`config.mk`:
```
export PLATFORM = sky130hd
export DESIGN_NAME = mem_stage_mt
export DESIGN_NICKNAME = d
export VERILOG_FILES = /design/src/rtl/mem_stage_mt.sv
export SDC_FILE = /design/constraint.sdc
export NUM_CORES = 1
export LEC_CHECK = 0
export ABC_CLOCK_PERIOD_IN_PS = 31400
export BUFFER_PORTS_ARGS = -buffer_cell sky130_fd_sc_hd__buf_2
export CAP_MARGIN = 40
export CELL_PAD_IN_SITES_DETAIL_PLACEMENT = 1
export CELL_PAD_IN_SITES_GLOBAL_PLACEMENT = 2
export CORE_MARGIN = 2
export CORE_UTILIZATION = 38
export CTS_BUF_LIST = sky130_fd_sc_hd__clkbuf_4 sky130_fd_sc_hd__clkbuf_8 sky130_fd_sc_hd__clkbuf_16
export CTS_CLUSTER_SIZE = 12
export DETAILED_ROUTE_END_ITERATION = 10
export GPL_TIMING_DRIVEN = 0
export PLACE_DENSITY = 0.82
export SETUP_SLACK_MARGIN = 0.5
export SYNTH_ARGS = -nofsm -noshare
export SYNTH_HDL_FRONTEND = slang
export SYNTH_SLANG_ARGS = --single-unit
```
`constraint.sdc`:
```
create_clock -name clk -period 31.4 [get_ports clk]
set_clock_uncertainty 0.2 [all_clocks]
set_input_delay 6.28 -clock clk [delete_from_list [all_inputs] [get_ports clk]]
set_output_delay 6.28 -clock clk [all_outputs]
set_load 0.01 [all_outputs]
```
`src/rtl/mem_stage_mt.sv`:
```
`default_nettype none
// ============================================================================
// Module      : mem_stage_mt
// Description : Multithreaded memory-access stage between EXE and WB. Drives
//               the data cache, replays a missing request from hold registers
//               while stalling upstream, aligns/extends loads, builds byte
//               enables and replicated data for stores, traps misaligned or
//               illegal-size accesses, registers the MEM/WB boundary and
//               counts cycles spent waiting on cache misses.
// Ports       : clk, rst (async, active high)
//               *_mem        instruction and sideband from EXE
//               flushMEM     squash the instruction currently in MEM
//               d_miss,
//               d_rd_data    data cache response
//               *_wb         registered MEM/WB boundary
//               ld_data_wb   aligned, extended load result
//               misalign_wb  misalignment / illegal-size trap
//               stall_mem    hold EXE/MEM and all upstream stages
//               d_rd, d_wr, d_addr, d_wr_data, d_be   data cache request
//               miss_cycles  saturating count of cycles in the MISS state
// Revision    : 1.0 - initial release
// ============================================================================
module mem_stage_mt #(
    parameter int XLEN  = 32,
    parameter int TRD_W = 3,
    parameter int CNT_W = 16
) (
    input  logic                clk,
    input  logic                rst,
    input  logic [XLEN-1:0]     d_addr_mem,
    input  logic [31:0]         ins_mem,
    input  logic [XLEN-1:0]     pc_mem,
    input  logic [XLEN-1:0]     new_pc_mem,
    input  logic [XLEN-1:0]     new_data_mem,
    input  logic [XLEN-1:0]     exe_data_mem,
    input  logic [TRD_W-1:0]    trd_mem,
    input  logic [TRD_W-1:0]    obj_trd_mem,
    input  logic [4:0]          reg_wr_mem,
    input  logic                wr_en_mem,
    input  logic                wb_sel_mem,
    input  logic [2:0]          trd_ctrl_mem,
    input  logic [1:0]          mem_ctrl_mem,
    input  logic [1:0]          mem_size_mem,
    input  logic                mem_sext_mem,
    input  logic                flushMEM,
    input  logic                d_miss,
    input  logic [XLEN-1:0]     d_rd_data,
    output logic [31:0]         ins_wb,
    output logic [XLEN-1:0]     pc_wb,
    output logic [XLEN-1:0]     exe_data_wb,
    output logic [TRD_W-1:0]    trd_wb,
    output logic [4:0]          reg_wr_wb,
    output logic                wr_en_wb,
    output logic [2:0]          trd_ctrl_wb,
    output logic [TRD_W-1:0]    obj_trd_wb,
    output logic                wb_sel_wb,
    output logic [XLEN-1:0]     new_pc_wb,
    output logic [XLEN-1:0]     new_data_wb,
    output logic [XLEN-1:0]     ld_data_wb,
    output logic                misalign_wb,
    output logic                stall_mem,
    output logic                d_rd,
    output logic                d_wr,
    output logic [XLEN-1:0]     d_addr,
    output logic [XLEN-1:0]     d_wr_data,
    output logic [XLEN/8-1:0]   d_be,
    output logic [CNT_W-1:0]    miss_cycles
);

    localparam int NB  = XLEN / 8;
    localparam int OFF = $clog2(NB);
    localparam logic [NB:0]     c_BE_ONE = {{NB{1'b0}}, 1'b1};
    localparam logic [XLEN-1:0] c_X_ONE  = {{(XLEN-1){1'b0}}, 1'b1};

    typedef enum logic [0:0] {S_IDLE = 1'b0, S_MISS = 1'b1} state_t;

    typedef struct packed {
        logic [31:0]      ins;
        logic [XLEN-1:0]  pc;
        logic [XLEN-1:0]  new_pc;
        logic [XLEN-1:0]  new_data;
        logic [XLEN-1:0]  exe_data;
        logic [XLEN-1:0]  ld_data;
        logic [TRD_W-1:0] trd;
        logic [TRD_W-1:0] obj_trd;
        logic [4:0]       reg_wr;
        logic             wr_en;
        logic             wb_sel;
        logic [2:0]       trd_ctrl;
        logic             misalign;
    } wb_t;

    // Select the size-aligned lane, then sign/zero-extend it to XLEN.
    function automatic logic [XLEN-1:0] f_load(input logic [XLEN-1:0] data,
                                               input logic [OFF-1:0]  lane,
                                               input logic [1:0]      size,
                                               input logic            sext);
        logic [XLEN-1:0] sh, mask, top;
        int              bits;
        sh   = data >> {lane, 3'b000};
        bits = 8 << size;
        mask = (bits >= XLEN) ? '1 : ((c_X_ONE << bits) - c_X_ONE);
        top  = mask ^ (mask >> 1);   // sign-bit position of the lane
        return (sh & mask) | ((sext && ((sh & top) != '0)) ? ~mask : '0);
    endfunction

    // Replicate the low size bytes of the store data across every byte lane.
    function automatic logic [XLEN-1:0] f_wdata(input logic [XLEN-1:0] data,
                                                input logic [1:0]      size);
        logic [XLEN-1:0] r;
        int              j;
        r = '0;
        for (int i = 0; i < NB; i++) begin
            j = i & ((1 << size) - 1);
            r[i*8 +: 8] = data[j*8 +: 8];
        end
        return r;
    endfunction

    function automatic logic [NB-1:0] f_be(input logic [OFF-1:0] lane,
                                           input logic [1:0]     size);
        logic [NB:0] ones;
        ones = (c_BE_ONE << (1 << size)) - c_BE_ONE;
        return ones[NB-1:0] << lane;
    endfunction

    state_t              r_state, w_nxt;
    wb_t                 r_wb, r_hold, w_in, w_wb_nxt;
    logic [XLEN-1:0]     r_h_addr, r_h_wdata;
    logic [NB-1:0]       r_h_be;
    logic [1:0]          r_h_size;
    logic                r_h_sext, r_h_rd, r_h_wr;
    logic [CNT_W-1:0]    r_cnt;

    logic                w_is_acc, w_mis_raw, w_mis, w_acc, w_cap, w_stall, w_rd, w_wr;
    logic [XLEN-1:0]     w_addr, w_wdata, w_st_data, w_ld_idle, w_ld_hold;
    logic [NB-1:0]       w_be, w_st_be;

    assign w_is_acc = (mem_ctrl_mem == 2'b01) || (mem_ctrl_mem == 2'b10);

    always_comb begin
        w_mis_raw = 1'b0;
        case (mem_size_mem)
            2'b01:   w_mis_raw = d_addr_mem[0];
            2'b10:   w_mis_raw = (d_addr_mem[1:0] != 2'b00);
            2'b11:   w_mis_raw = (XLEN == 32) || (d_addr_mem[2:0] != 3'b000);
            default: w_mis_raw = 1'b0;
        endcase
    end

    assign w_mis     = w_is_acc & w_mis_raw;
    assign w_acc     = w_is_acc & ~flushMEM & ~w_mis;
    assign w_st_data = f_wdata(exe_data_mem, mem_size_mem);
    assign w_st_be   = f_be(d_addr_mem[OFF-1:0], mem_size_mem);
    assign w_ld_idle = f_load(d_rd_data, d_addr_mem[OFF-1:0], mem_size_mem, mem_sext_mem);
    assign w_ld_hold = f_load(d_rd_data, r_h_addr[OFF-1:0], r_h_size, r_h_sext);

    always_comb begin
        w_in          = '0;
        w_in.ins      = ins_mem;
        w_in.pc       = pc_mem;
        w_in.new_pc   = new_pc_mem;
        w_in.new_data = new_data_mem;
        w_in.exe_data = exe_data_mem;
        w_in.ld_data  = w_ld_idle;
        w_in.trd      = trd_mem;
        w_in.obj_trd  = obj_trd_mem;
        w_in.reg_wr   = reg_wr_mem;
        w_in.wr_en    = wr_en_mem & ~w_mis;   // a trapped access never writes the RF
        w_in.wb_sel   = wb_sel_mem;
        w_in.trd_ctrl = trd_ctrl_mem;
        w_in.misalign = w_mis;
    end

    always_comb begin
        w_nxt    = r_state;
        w_wb_nxt = '0;
        w_cap    = 1'b0;
        w_stall  = 1'b0;
        w_rd     = 1'b0;
        w_wr     = 1'b0;
        w_addr   = {d_addr_mem[XLEN-1:OFF], {OFF{1'b0}}};
        w_wdata  = w_st_data;
        w_be     = w_st_be;
        case (r_state)
            S_IDLE: begin
                w_rd = w_acc & mem_ctrl_mem[0];
                w_wr = w_acc & mem_ctrl_mem[1];
                if (w_acc && d_miss) begin
                    w_nxt   = S_MISS;
                    w_cap   = 1'b1;
                    w_stall = 1'b1;
                end else if (!flushMEM) begin
                    w_wb_nxt = w_in;
                end
            end
            S_MISS: begin
                w_addr  = {r_h_addr[XLEN-1:OFF], {OFF{1'b0}}};
                w_wdata = r_h_wdata;
                w_be    = r_h_be;
                if (flushMEM) begin
                    w_nxt = S_IDLE;   // abort: request dropped, WB gets a bubble
                end else begin
                    w_rd = r_h_rd;
                    w_wr = r_h_wr;
                    if (d_miss) begin
                        w_stall = 1'b1;
                    end else begin
                        // Completing cycle: upstream advances on this same edge.
                        w_nxt            = S_IDLE;
                        w_wb_nxt         = r_hold;
                        w_wb_nxt.ld_data = w_ld_hold;
                    end
                end
            end
            default: w_nxt = S_IDLE;
        endcase
    end

    always_ff @(posedge clk or posedge rst) begin
        if (rst) begin
            r_state   <= S_IDLE;
            r_wb      <= '0;
            r_hold    <= '0;
            r_h_addr  <= '0;
            r_h_wdata <= '0;
            r_h_be    <= '0;
            r_h_size  <= '0;
            r_h_sext  <= 1'b0;
            r_h_rd    <= 1'b0;
            r_h_wr    <= 1'b0;
            r_cnt     <= '0;
        end else begin
            r_state <= w_nxt;
            r_wb    <= w_wb_nxt;
            if (w_cap) begin
                r_hold    <= w_in;
                r_h_addr  <= d_addr_mem;
                r_h_wdata <= w_st_data;
                r_h_be    <= w_st_be;
                r_h_size  <= mem_size_mem;
                r_h_sext  <= mem_sext_mem;
                r_h_rd    <= mem_ctrl_mem[0];
                r_h_wr    <= mem_ctrl_mem[1];
            end
            if ((r_state == S_MISS) && (r_cnt != '1)) begin
                r_cnt <= r_cnt + 1'b1;
            end
        end
    end

    // Cache-facing outputs are forced quiet while reset is asserted.
    assign d_rd      = w_rd & ~rst;
    assign d_wr      = w_wr & ~rst;
    assign stall_mem = w_stall & ~rst;
    assign d_be      = (w_wr && !rst) ? w_be : '0;
    assign d_addr    = rst ? '0 : w_addr;
    assign d_wr_data = rst ? '0 : w_wdata;

    assign ins_wb      = r_wb.ins;
    assign pc_wb       = r_wb.pc;
    assign exe_data_wb = r_wb.exe_data;
    assign trd_wb      = r_wb.trd;
    assign reg_wr_wb   = r_wb.reg_wr;
    assign wr_en_wb    = r_wb.wr_en;
    assign trd_ctrl_wb = r_wb.trd_ctrl;
    assign obj_trd_wb  = r_wb.obj_trd;
    assign wb_sel_wb   = r_wb.wb_sel;
    assign new_pc_wb   = r_wb.new_pc;
    assign new_data_wb = r_wb.new_data;
    assign ld_data_wb  = r_wb.ld_data;
    assign misalign_wb = r_wb.misalign;
    assign miss_cycles = r_cnt;

endmodule
`default_nettype wire

```
* Word level (Yosys, flattened, before mapping) *
Cells that the tools add are included.

storage, ports and cells
  register bits = 476
  bits in writable memories = 0
  memories = 0
  latch bits = 0
  output and inout bits = 296
  bits of input ports = 249
  logic and storage cells = 117
  ROM bits = 0

cells by class
  $mul = 0
  multiplexer cells = 25
  add/subtract/negate cells = 5
  bitwise gates (word level) = 23
  eq/ne operators = 6
  reduce and logical (&&, ||, !) cells = 10
  $lt $le $gt $ge = 2
  divide/modulo/power cells = 0
  shifts and indexed selects = 12

operator list
  operator                                                                 number
  209-bit two-way mux                                                      4
  209-bit case mux with 2 select lines                                     1
  32-bit two-way mux                                                       8
  32-bit bitwise AND                                                       4
  32-bit by 7-bit >= comparator with 1-bit output (second input constant)  2
  32-bit inverter                                                          2
  32-bit OR                                                                2
  32-bit nonzero test                                                      2
  32-bit by 6-bit indexed part select with 8-bit output                    2
  1-bit by 32-bit << shifter with 32-bit output (first input constant)     2
  4-bit by 2-bit << shifter with 32-bit output (first input constant)      2
  32-bit by 5-bit right shift with 32-bit output                           2
  32-bit by 1-bit subtractor with 32-bit output (second input constant)    2
  32-bit by 31-bit XOR with 32-bit output                                  2
  32-bit by 5-bit indexed part select with 8-bit output                    1
  1-bit by 2-bit << shifter with 32-bit output (first input constant)      1
  1-bit by 32-bit << shifter with 4-bit output (first input constant)      1
  16-bit by 1-bit adder with 16-bit output (second input constant)         1
  16-bit != test (second input constant)                                   1
  1-bit bitwise AND                                                        9
  4-bit two-way mux                                                        2
  2-bit equality test (second input constant)                              3
  1-bit two-way mux                                                        6
  1-bit case mux with 2 select lines                                       3
  other kinds (10)                                                         18

* Logic depth before layout (Yosys ltp) *
Gate-level depths: netlist (run 1).

  word-level depth = 13
  depth in mapped cells = 11
  gate-level depth less buffers = 8

* Least setup slack after synthesis (run 1) *
No wires, ideal clock.

  path kind = input-to-output
  from = in mem_size_mem[1]
  to = out d_wr_data[24]
  buffers on the path = 4
  cell stages on the path = 10
  path slack = 16.040 ns
  data arrival time = 8.880 ns
  cell sequence = buf_2 > nor2_2 > buf_2 > inv_1 > ha_1 > clkbuf_1 > clkbuf_1 > mux2i_1 > mux2i_1 > nor2_1

between the ends
  cells in the longest elaborated chain, start to end = 5

ends and longest elaborated chain
  element                                                RTL line  RTL
  start: declaration                                     43        input logic [1:0] mem_size_mem,
  1-bit by 2-bit << shifter with 32-bit output           --
  2-bit subtractor                                       114       j = i & ((1 << size) - 1);
  32-bit by 6-bit indexed part select with 8-bit output  115       r[i*8 +: 8] = data[j*8 +: 8];
  32-bit two-way mux                                     185       case (r_state)
  32-bit two-way mux                                     258       assign d_wr_data = rst ? '0 : w_wdata;
  end: declaration                                       65        output logic [XLEN-1:0] d_wr_data,

Every way passes these cells.

* Final worst setup path (run 1) *
  from = in mem_size_mem[1]
  to = out d_wr_data[31]

Same word-level chain as after synthesis.

==> results.ini, run 1 <==
[floorplan]
rows=85
start_util=0.383
coreArea_um2=53700
ios=545
die_y_um=237
die_x_um=237
die-area_um2=56100

[yosys]
synthArstFlopShare=1.00
yosys_warnings=0
syn-mean-instance-area_um2=13.6
seq_area_frac_synth=0.569
synth_edf_count=0
synth_cell_types=58
synth_seq_cells=468
synth.top_cell.area_share=0.569
synth_area_leaders=dfrtp_1 (57%), mux2_4 (15%), a22o_1 (7.4%)
synthCells=1516
syn_area_um2=20600
synth_top_area_cell=dfrtp_1
synth-main-ff-cell=dfrtp_1

[detailed_routing]
drc=0
routedWlPerCell_um=24.0
postRouteAntennaNets=0
drt_iter0_drc=817
viasPerCell=5.24
routed_wl_mm=68.9
dr.pass1.iters=4
vias=15000

[clock_network]
ctsResizeCount=0
clk_latency_ps=610
htreeDepth=2
cts_tree=done
cts_made_buffers=52
hold_buffers=0
post-cts-setup-buffers=0
clk_pin_slew_worst_paths_ps=60
cts-root-buf=clkbuf_16
cts_sinks=468
clk_path_buf_depth=3

[global_route]
grt_overflow=0
antenna_found_initial=16
grt_max_degree=112
grtUsageTotal=0.244
grt_pass1_wl_mm=105
grt_pass1_vias=16500

[setup_path]
crit_required_ps=24920
critPathKind=primary input to output pin
cp-end-kind=output pin
cp_data_arrival_time_ps=10070
critPathLaunchType=primary input
cp_max_fo=10

[placed_design]
place_hpwl_mm=50.4
portBuffers=536
gp_congestion=0.873

[sta]
fin_crit_sh=0.527
tightest_slew_ps=891
drv_slew=0
setup-violations-final=0
fmax_mhz=60.4
timing.final.crit_period_ps=16550
finalHoldViolCount=0
rsz0062_at_grt=no
relSlewSlack=0.406
tns_ps=0

[min_path]
hp-class=flop to flop

[cells_and_area]
final_cell_mix=buf_2 (564), dfrtp_1 (468), mux2_4 (210), a22o_1 (175), nor2_1 (98)
nNetsFinal=2371
fillers=5627
drive_gt1_frac=0.434
area_growth_pct=27.0
final_common_cell=buf_2
utilization=0.487

[power]
p_per_area_nw_per_um2=67.0
ir_drop_v=0.0000419
p_total_w=0.00175
leakagePower_nw=13.6

[run]
drv_cap=0

[outcome]
status=finished clean

[final timing paths]
path	startpoint	end	slack [ps]	depth (start not counted)
max	mem_size_mem[1]	d_wr_data[31]	14850	11
min	r_h_wdata[21]$_DFFE_PP0P_	r_h_wdata[21]$_DFFE_PP0P_	280	2
max reg2reg	r_state$_DFF_PP0_	ld_data_wb[8]$_DFF_PP0_	28560	8
min reg2reg	r_h_wdata[21]$_DFFE_PP0P_	r_h_wdata[21]$_DFFE_PP0P_	280	2
max in group asynchronous	rst	r_hold[198]$_DFFE_PP0P_	23230	6
min in group asynchronous	rst	r_h_wdata[25]$_DFFE_PP0P_	6370	4
[kinds of logic (layout without fill, tap and decap cells)]
group / after synthesis / count (layout) / share of synthesized area
muxes: 330 / 330 / 0.214
other: 1 / 13 / 0.000182
xor gates and xnor gates: 18 / 18 / 0.00765
and+or+nand+nor: 234 / 234 / 0.0512
AOI/OAI and AO/OA: 335 / 335 / 0.123
adders and majority gates: 3 / 3 / 0.00182
buffers and inverters: 127 / 770 / 0.0343
DFF: 468 / 468 / 0.569
[state kept, by name, indices dropped and copies added, names as in the netlist]
signal / flops
new_pc_wb: 32
new_data_wb: 32
r_h_wdata: 24
r_h_be: 4
misalign_wb: 1
r_h_size: 2
r_hold: 177
r_h_addr: 32
wb_sel_wb: 1
pc_wb: 32
r_h_rd: 1
obj_trd_wb: 3
miss_cycles: 16
trd_ctrl_wb: 3
exe_data_wb: 32
trd_wb: 3
r_h_wr: 1
reg_wr_wb: 5
ld_data_wb: 32
ins_wb: 32
wr_en_wb: 1
r_h_sext: 1
r_state: 1
[worst max-delay path, cell delays in order]
cell      delay, ps
buf_2           170
nor2_2          640
buf_2           460
inv_1           220
ha_1            370
clkbuf_1        470
clkbuf_1        610
mux2i_1         450
mux2i_1         130
nor2_1          110
buf_2           170
[cell usage after synthesis, types with 2 or more instances]
cell      instances
a211o_1           8
a211oi_1          7
a21oi_1          53
a22o_1          175
a22oi_1          15
a31oi_1           2
a32o_1            8
and2_1            3
and3_1            2
and3b_1           2
and4_1            4
buf_1            12
buf_2            24
buf_4             3
buf_6            25
clkbuf_1         52
dfrtp_1         468
ha_1              3
inv_1            10
mux2_1            3
mux2_2           23
mux2_4          210
mux2i_1          93
nand2_1          69
nand3_1          10
nand3b_1          2
nand4_1           7
nor2_1           98
nor2_2            2
nor2b_1          19
nor3_1            6
nor3b_1           4
nor4_1            2
o21ai_0          51
o31ai_1           2
xnor2_1          12
xor2_1            6
[report_power, final]
| part | switching [W] | internal [W] | leakage (nW) |
|---|---|---|---|
| Sequential | 0.0000648 | 0.000715 | 5.90 |
| Combinational | 0.000154 | 0.000186 | 6.77 |
| Clock | 0.000258 | 0.000376 | 0.902 |
[layer usage]
layer / part of all wire / track usage / wire length [µm]
met2: 0.48 / 0.402 / 33200
met1: 0.42 / 0.312 / 29200
met3: 0.067 / 0.0674 / 4640
met4: 0.025 / 0.0748 / 1750
met5: 0.00089 / 0 / 61
[metrics by stage]
stage                     area [µm²]  setup slack (ps)  instances  hold WS (ps)
after floorplan                20600             11490       1517           249
after global placement         24200              5850       2749           263
after detailed placement       24300             14840       2761           274
after CTS                      26100             14820       2856           287
after global routing           26200             14590       2864           307
final                          26200             14850       2867           282
[layout make-up]
cell class,count,area [µm²],share of cell area
Sequential cell,468,11700,0.448
Timing Repair Buffer,548,2860,0.109
Multi-Input combinational cell,922,8180,0.313
Buffer,117,669,0.0256
Tap cell,696,871,0.0333
Inverter,10,45.0,0.00172
Clock buffer,74,1550,0.0591
Clock inverter,21,246,0.00942
Antenna cell,11,27.5,0.00105
Power figures use the tool's default switching activity.
==> run 2, diff against run 1 <==
--- a/config.mk
+++ b/config.mk
@@ -5,18 +5,18 @@
 export SDC_FILE = /design/constraint.sdc
 export NUM_CORES = 1
 export LEC_CHECK = 0
-export ABC_CLOCK_PERIOD_IN_PS = 31400
+export ABC_CLOCK_PERIOD_IN_PS = 13600
 export BUFFER_PORTS_ARGS = -buffer_cell sky130_fd_sc_hd__buf_2
 export CAP_MARGIN = 40
 export CELL_PAD_IN_SITES_DETAIL_PLACEMENT = 1
 export CELL_PAD_IN_SITES_GLOBAL_PLACEMENT = 2
 export CORE_MARGIN = 2
-export CORE_UTILIZATION = 38
+export CORE_UTILIZATION = 32
 export CTS_BUF_LIST = sky130_fd_sc_hd__clkbuf_4 sky130_fd_sc_hd__clkbuf_8 sky130_fd_sc_hd__clkbuf_16
 export CTS_CLUSTER_SIZE = 12
 export DETAILED_ROUTE_END_ITERATION = 10
 export GPL_TIMING_DRIVEN = 0
-export PLACE_DENSITY = 0.82
+export PLACE_DENSITY = 0.74
 export SETUP_SLACK_MARGIN = 0.5
 export SYNTH_ARGS = -nofsm -noshare
 export SYNTH_HDL_FRONTEND = slang
==> constraint.sdc (replaced) <==
create_clock -name clk -period 13.6 [get_ports clk]
set_clock_uncertainty 0.2 [all_clocks]
set_input_delay 2.72 -clock clk [delete_from_list [all_inputs] [get_ports clk]]
set_output_delay 2.72 -clock clk [all_outputs]
set_load 0.01 [all_outputs]
==> results.ini, run 2 (same netlist as run 1, synthesis figures left out) <==
[setup_path]
cp-end-kind=output pin  ; unchanged
critPathLaunchType=primary input  ; unchanged
worstSetupStartpoint=mem_size_mem[1]  ; unchanged
cp_data_arrival_time_ps=6520  ; was 10070 ps
crit_required_ps=10680  ; was 24920 ps
critPathKind=primary input to output pin  ; unchanged
timing.rr.start=r_state$_DFF_PP0_  ; unchanged
cp_max_fo=10  ; unchanged

[min_path]
hp-class=flop to flop  ; unchanged
min_from=r_hold[172]$_DFFE_PP0P_  ; was r_h_wdata[21]$_DFFE_PP0P_

[floorplan]
start_util=0.322  ; was 0.383
die_x_um=258  ; was 237 µm
rows=93  ; was 85
ios=545  ; unchanged
coreArea_um2=64000  ; was 53700 µm²
die-area_um2=66400  ; was 56100 µm²
die_y_um=258  ; was 237 µm

[cells_and_area]
largest_reg_flops=177  ; unchanged
nNetsFinal=2385  ; was 2371
final_cell_mix=buf_2 (563), dfrtp_1 (468), mux2_4 (210), a22o_1 (175), nor2_1 (98)  ; was buf_2 (564), dfrtp_1 (468), mux2_4 (210), a22o_1 (175), nor2_1 (98)
drive_gt1_frac=0.436  ; was 0.434
largest-register=r_hold  ; unchanged
area_growth_pct=28.8  ; was 27.0%
final_common_cell=buf_2  ; unchanged

[clock_network]
clk_latency_ps=610  ; about the same
clk_path_buf_depth=3  ; unchanged
cts_tree=done  ; unchanged
cts-root-buf=clkbuf_16  ; unchanged
clk_pin_slew_worst_paths_ps=60  ; about the same
ctsResizeCount=0  ; unchanged
hold_buffers=0  ; unchanged
htreeDepth=2  ; unchanged
cts_sinks=468  ; unchanged
cts_made_buffers=54  ; was 52
post-cts-setup-buffers=0  ; unchanged

[detailed_routing]
routed_wl_mm=70.6  ; was 68.9 mm
vias=14900  ; was 15000
viasPerCell=4.92  ; was 5.24
dr.pass1.iters=5  ; was 4
routedWlPerCell_um=23.3  ; was 24.0 µm
drc=0  ; unchanged
drt_iter0_drc=632  ; was 817
postRouteAntennaNets=0  ; unchanged

[sta]
relSlewSlack=0.409  ; was 0.406
drv_slew=0  ; unchanged
timing.final.crit_period_ps=9440
tightest_slew_ps=885  ; was 891 ps
finalHoldViolCount=0  ; unchanged
rsz0062_at_grt=no  ; unchanged
tns_ps=0  ; unchanged
fin_crit_sh=0.694
setup-violations-final=0  ; unchanged
fmax_mhz=106

[global_route]
grt_max_degree=40  ; was 112
grt_pass1_wl_mm=107  ; was 105 mm
grt_pass1_vias=16600  ; was 16500
antenna_found_initial=15  ; was 16
grtUsageTotal=0.209  ; was 0.244
grt_overflow=0  ; unchanged

[placed_design]
place_hpwl_mm=52.4  ; was 50.4 mm
gp_congestion=0.880  ; was 0.873
portBuffers=536  ; unchanged

[run]
drv_cap=0  ; unchanged

[power]
p_sw_frac=0.274  ; was 0.272
p_total_w=0.00405  ; was 0.00175 W
p_per_area_nw_per_um2=152  ; was 67.0 nW/µm²
pwr-share-seq=0.444  ; was 0.445
pwr-share-clk=0.362  ; about the same
comb_power_share=0.194  ; about the same
leakagePower_nw=13.6  ; about the same
p_int_w=0.00294  ; was 0.00128 W
p_sw_w=0.00111  ; was 0.000476 W
ir_drop_v=0.000102  ; was 0.0000419 V

[outcome]
status=finished clean  ; unchanged

run 2: final cells by class:
class | instances | area, µm²
clock inverters | 17 | 219
clock buffers | 74 | 1550
diodes | 10 | 25.0
plain buffers | 117 | 669
repair buffers | 560 | 3070
well taps | 855 | 1070
multi-input cells | 922 | 8180
inverters | 10 | 41.3
fillers | 6891 | 37500
flip-flops and latches | 468 | 11700
run 2: per-stage QoR:
step	instances	cell area, µm²	worst slack [ps]	hold slack (ps)	utilization
finish	3033	26500	4160	264	0.415
global placement	2908	24400	481	261	0.381
global route	3033	26500	3840	299	0.415
CTS	3023	26500	4040	261	0.414
floorplan	1517	20600	3900	249	-
detailed placement	2932	24700	4070	270	0.387
run 2: metal layers:
layer	vias up	GRT usage	part of all wire
met4	6	0.0663	0.028
li1	6704	-	-
met5	-	0	0.00047
met1	7675	0.269	0.43
met3	109	0.0600	0.068
met2	439	0.342	0.48
run 2: final timing paths:
path	cells after the start	slack, ps	endpoint
hold reg to reg	1	260	pc_wb[27]$_DFF_PP0_
min in group asynchronous	4	2870	r_h_wdata[22]$_DFFE_PP0P_
setup / recovery	12	4160	d_wr_data[22]
max in group asynchronous	9	8860	r_hold[170]$_DFFE_PP0P_
hold / removal	1	260	pc_wb[27]$_DFF_PP0_
setup reg to reg	7	10510	new_pc_wb[27]$_DFF_PP0_
run 2: power by group through the flow:
stage                     Sequential, W  Combinational [W]  Clock (W)
after floorplan                 0.00180           0.000513          0
after global placement          0.00180           0.000758          0
after detailed placement        0.00181           0.000788          0
after CTS                       0.00179           0.000795    0.00150
after global routing            0.00183           0.000854    0.00156
final                           0.00180           0.000785    0.00146
run 2: worst max-delay path, cell delays in order:
cell,delay [ps]
buf_2,160
nor2_2,650
buf_2,470
inv_1,220
ha_1,380
clkbuf_1,450
clkbuf_1,620
mux2i_1,380
nor2_1,80
a21oi_1,130
nor2_1,50
buf_2,180
==> run 3, diff against run 2 <==
--- a/config.mk
+++ b/config.mk
@@ -5,7 +5,7 @@
 export SDC_FILE = /design/constraint.sdc
 export NUM_CORES = 1
 export LEC_CHECK = 0
-export ABC_CLOCK_PERIOD_IN_PS = 13600
+export ABC_CLOCK_PERIOD_IN_PS = 7800
 export BUFFER_PORTS_ARGS = -buffer_cell sky130_fd_sc_hd__buf_2
 export CAP_MARGIN = 40
 export CELL_PAD_IN_SITES_DETAIL_PLACEMENT = 1
==> constraint.sdc (replaced) <==
create_clock -name clk -period 7.8 [get_ports clk]
set_clock_uncertainty 0.2 [all_clocks]
set_input_delay 1.56 -clock clk [delete_from_list [all_inputs] [get_ports clk]]
set_output_delay 1.56 -clock clk [all_outputs]
set_load 0.01 [all_outputs]
==> results.ini, run 3 (same netlist as run 1, synthesis figures left out) <==
[cells_and_area]
largest_reg_flops=177  ; unchanged
drive_gt1_frac=0.438  ; was 0.436
final_cell_mix=buf_2 (562), dfrtp_1 (468), mux2_4 (210), a22o_1 (175), nor2_1 (98)  ; was buf_2 (563), dfrtp_1 (468), mux2_4 (210), a22o_1 (175), nor2_1 (98)
utilization=0.416  ; was 0.415
multi_input_area_um2=8190  ; was 8180 µm²
nNetsFinal=2384  ; was 2385
final_common_cell=buf_2  ; unchanged
largest-register=r_hold  ; unchanged
post-route-cell-area_um2=26600  ; was 26500 µm²
fillers=6906  ; was 6891
area_growth_pct=29.2  ; was 28.8%
regArea_um2=11700  ; unchanged

[detailed_routing]
drc=0  ; unchanged
vias=15200  ; was 14900
drt_iter0_drc=738  ; was 632
postRouteAntennaNets=0  ; unchanged
dr.pass1.iters=5  ; unchanged
viasPerCell=5.00  ; was 4.92
routedWlPerCell_um=23.6  ; was 23.3 µm
routed_wl_mm=71.4  ; was 70.6 mm

[global_route]
grt_pass1_wl_mm=109  ; was 107 mm
grtUsageTotal=0.212  ; was 0.209
grt_max_degree=38  ; was 40
grt_pass1_vias=16800  ; was 16600
antenna_found_initial=10  ; was 15
grt_overflow=0  ; unchanged

[setup_path]
critical_path.top_delay_family=buffers and inverters  ; unchanged
cp_data_arrival_time_ps=5150  ; was 6520 ps
path_cells=buf_2, nor2_4, buf_2, inv_1, ha_1, clkbuf_1, clkbuf_1, mux2i_1, mux2i_1, nor2_1, buf_2  ; was buf_2, nor2_2, buf_2, inv_1, ha_1, clkbuf_1, clkbuf_1, mux2i_1, nor2_1, a21oi_1, nor2_1, buf_2
crit_buf_inv=6  ; unchanged
critPathLaunchType=primary input  ; unchanged
cp-end-kind=output pin  ; unchanged
crit_slowest_cell=clkbuf_1  ; was nor2_2
max_stage_delay_ps=600  ; was 650 ps
crit_required_ps=6040  ; was 10680 ps
worst_path_most_repeated_cell=buf_2  ; unchanged
critPathKind=primary input to output pin  ; unchanged
cp_max_fo=10  ; unchanged

[clock_network]
clk_path_buf_depth=3  ; unchanged
clk_latency_ps=620  ; was 610 ps
hold_buffers=0  ; unchanged
cts-root-buf=clkbuf_16  ; unchanged
htreeDepth=2  ; unchanged
ctsResizeCount=0  ; unchanged
cts_made_buffers=54  ; unchanged
cts_sinks=468  ; unchanged
cts_tree=done  ; unchanged
post-cts-setup-buffers=0  ; unchanged
clk_pin_slew_worst_paths_ps=60  ; about the same

[sta]
finalHoldViolCount=0  ; unchanged
fin_crit_sh=0.887
setup-violations-final=0  ; unchanged
layout_setup_ws_ps=885  ; was 4160 ps
relSlewSlack=0.397  ; was 0.409
drv_slew=0  ; unchanged
rsz0062_at_grt=no  ; unchanged
tightest_slew_ps=903  ; was 885 ps
hold-worst-slack_ps=279  ; was 264 ps
fmax_mhz=145
timing.final.crit_period_ps=6910

[floorplan]
die_x_um=258  ; unchanged
rows=93  ; unchanged
coreArea_um2=64000  ; unchanged
ios=545  ; unchanged
die_y_um=258  ; unchanged
start_util=0.322  ; unchanged
die-area_um2=66400  ; unchanged

[run]
drv_cap=0  ; unchanged

[placed_design]
place_hpwl_mm=53.3  ; was 52.4 mm
dpl_worst_slack_ps=588  ; was 4070 ps
placed_area_um2=24800  ; was 24700 µm²
portBuffers=536  ; unchanged
gp_congestion=0.861  ; was 0.880

[min_path]
hp-class=flop to flop  ; unchanged

[power]
p_total_w=0.00709  ; was 0.00405 W
ir_drop_v=0.000177  ; was 0.000102 V
leakagePower_nw=13.7  ; was 13.6 nW
p_per_area_nw_per_um2=266  ; was 152 nW/µm²

[outcome]
status=finished clean  ; unchanged

## run 3: area by class of cell
type                            count  area share
Tap cell                          855      0.0402
Clock buffer                       81      0.0626
Inverter                           10     0.00155
Sequential cell                   468       0.440
Antenna cell                        4    0.000376
Multi-Input combinational cell    922       0.308
Clock inverter                     15     0.00630
Buffer                            117      0.0264
Timing Repair Buffer              559       0.115
## run 3: path summary, 6_finish.rpt
kind                                           start                   endpoint  slack (ps)  cells after the start
min                        r_h_wdata[19]$_DFFE_PP0P_  r_h_wdata[19]$_DFFE_PP0P_         280                      2
min reg2reg                r_h_wdata[19]$_DFFE_PP0P_  r_h_wdata[19]$_DFFE_PP0P_         280                      2
max reg2reg                        r_state$_DFF_PP0_    ld_data_wb[7]$_DFF_PP0_        4780                      7
max                                  mem_size_mem[1]              d_wr_data[31]         890                     11
min in group asynchronous                        rst  r_h_wdata[23]$_DFFE_PP0P_        1330                      4
max in group asynchronous                        rst    ld_data_wb[5]$_DFF_PP0_        4640                      8
## run 3: power by group
part           switching (W)  internal [W]
Combinational       0.000617      0.000759
Clock                0.00107       0.00151
Sequential          0.000262       0.00288
Total                0.00194       0.00515
## run 3: worst reg2reg max path, stage by stage, from the launching register on
cell and delay, ps:
dfrtp_1 310, buf_2 220, nor3b_1 520, buf_4 250
clkbuf_1 610, clkbuf_1 540, nand2_1 130, o31ai_1 110
## run 3: through the flow
step	TNS [ps]	cells
2_1_floorplan	-276610	1517
3_3_place_gp	-1678250	2908
3_5_place_dp	0	2930
4_1_cts	0	3026
5_1_grt	0	3030
6_report	0	3031
## run 3: routing by layer
layer,wire (µm),track usage
met5,48,0
met4,1450,0.0509
met3,4450,0.0515
met2,35000,0.360
met1,30500,0.274
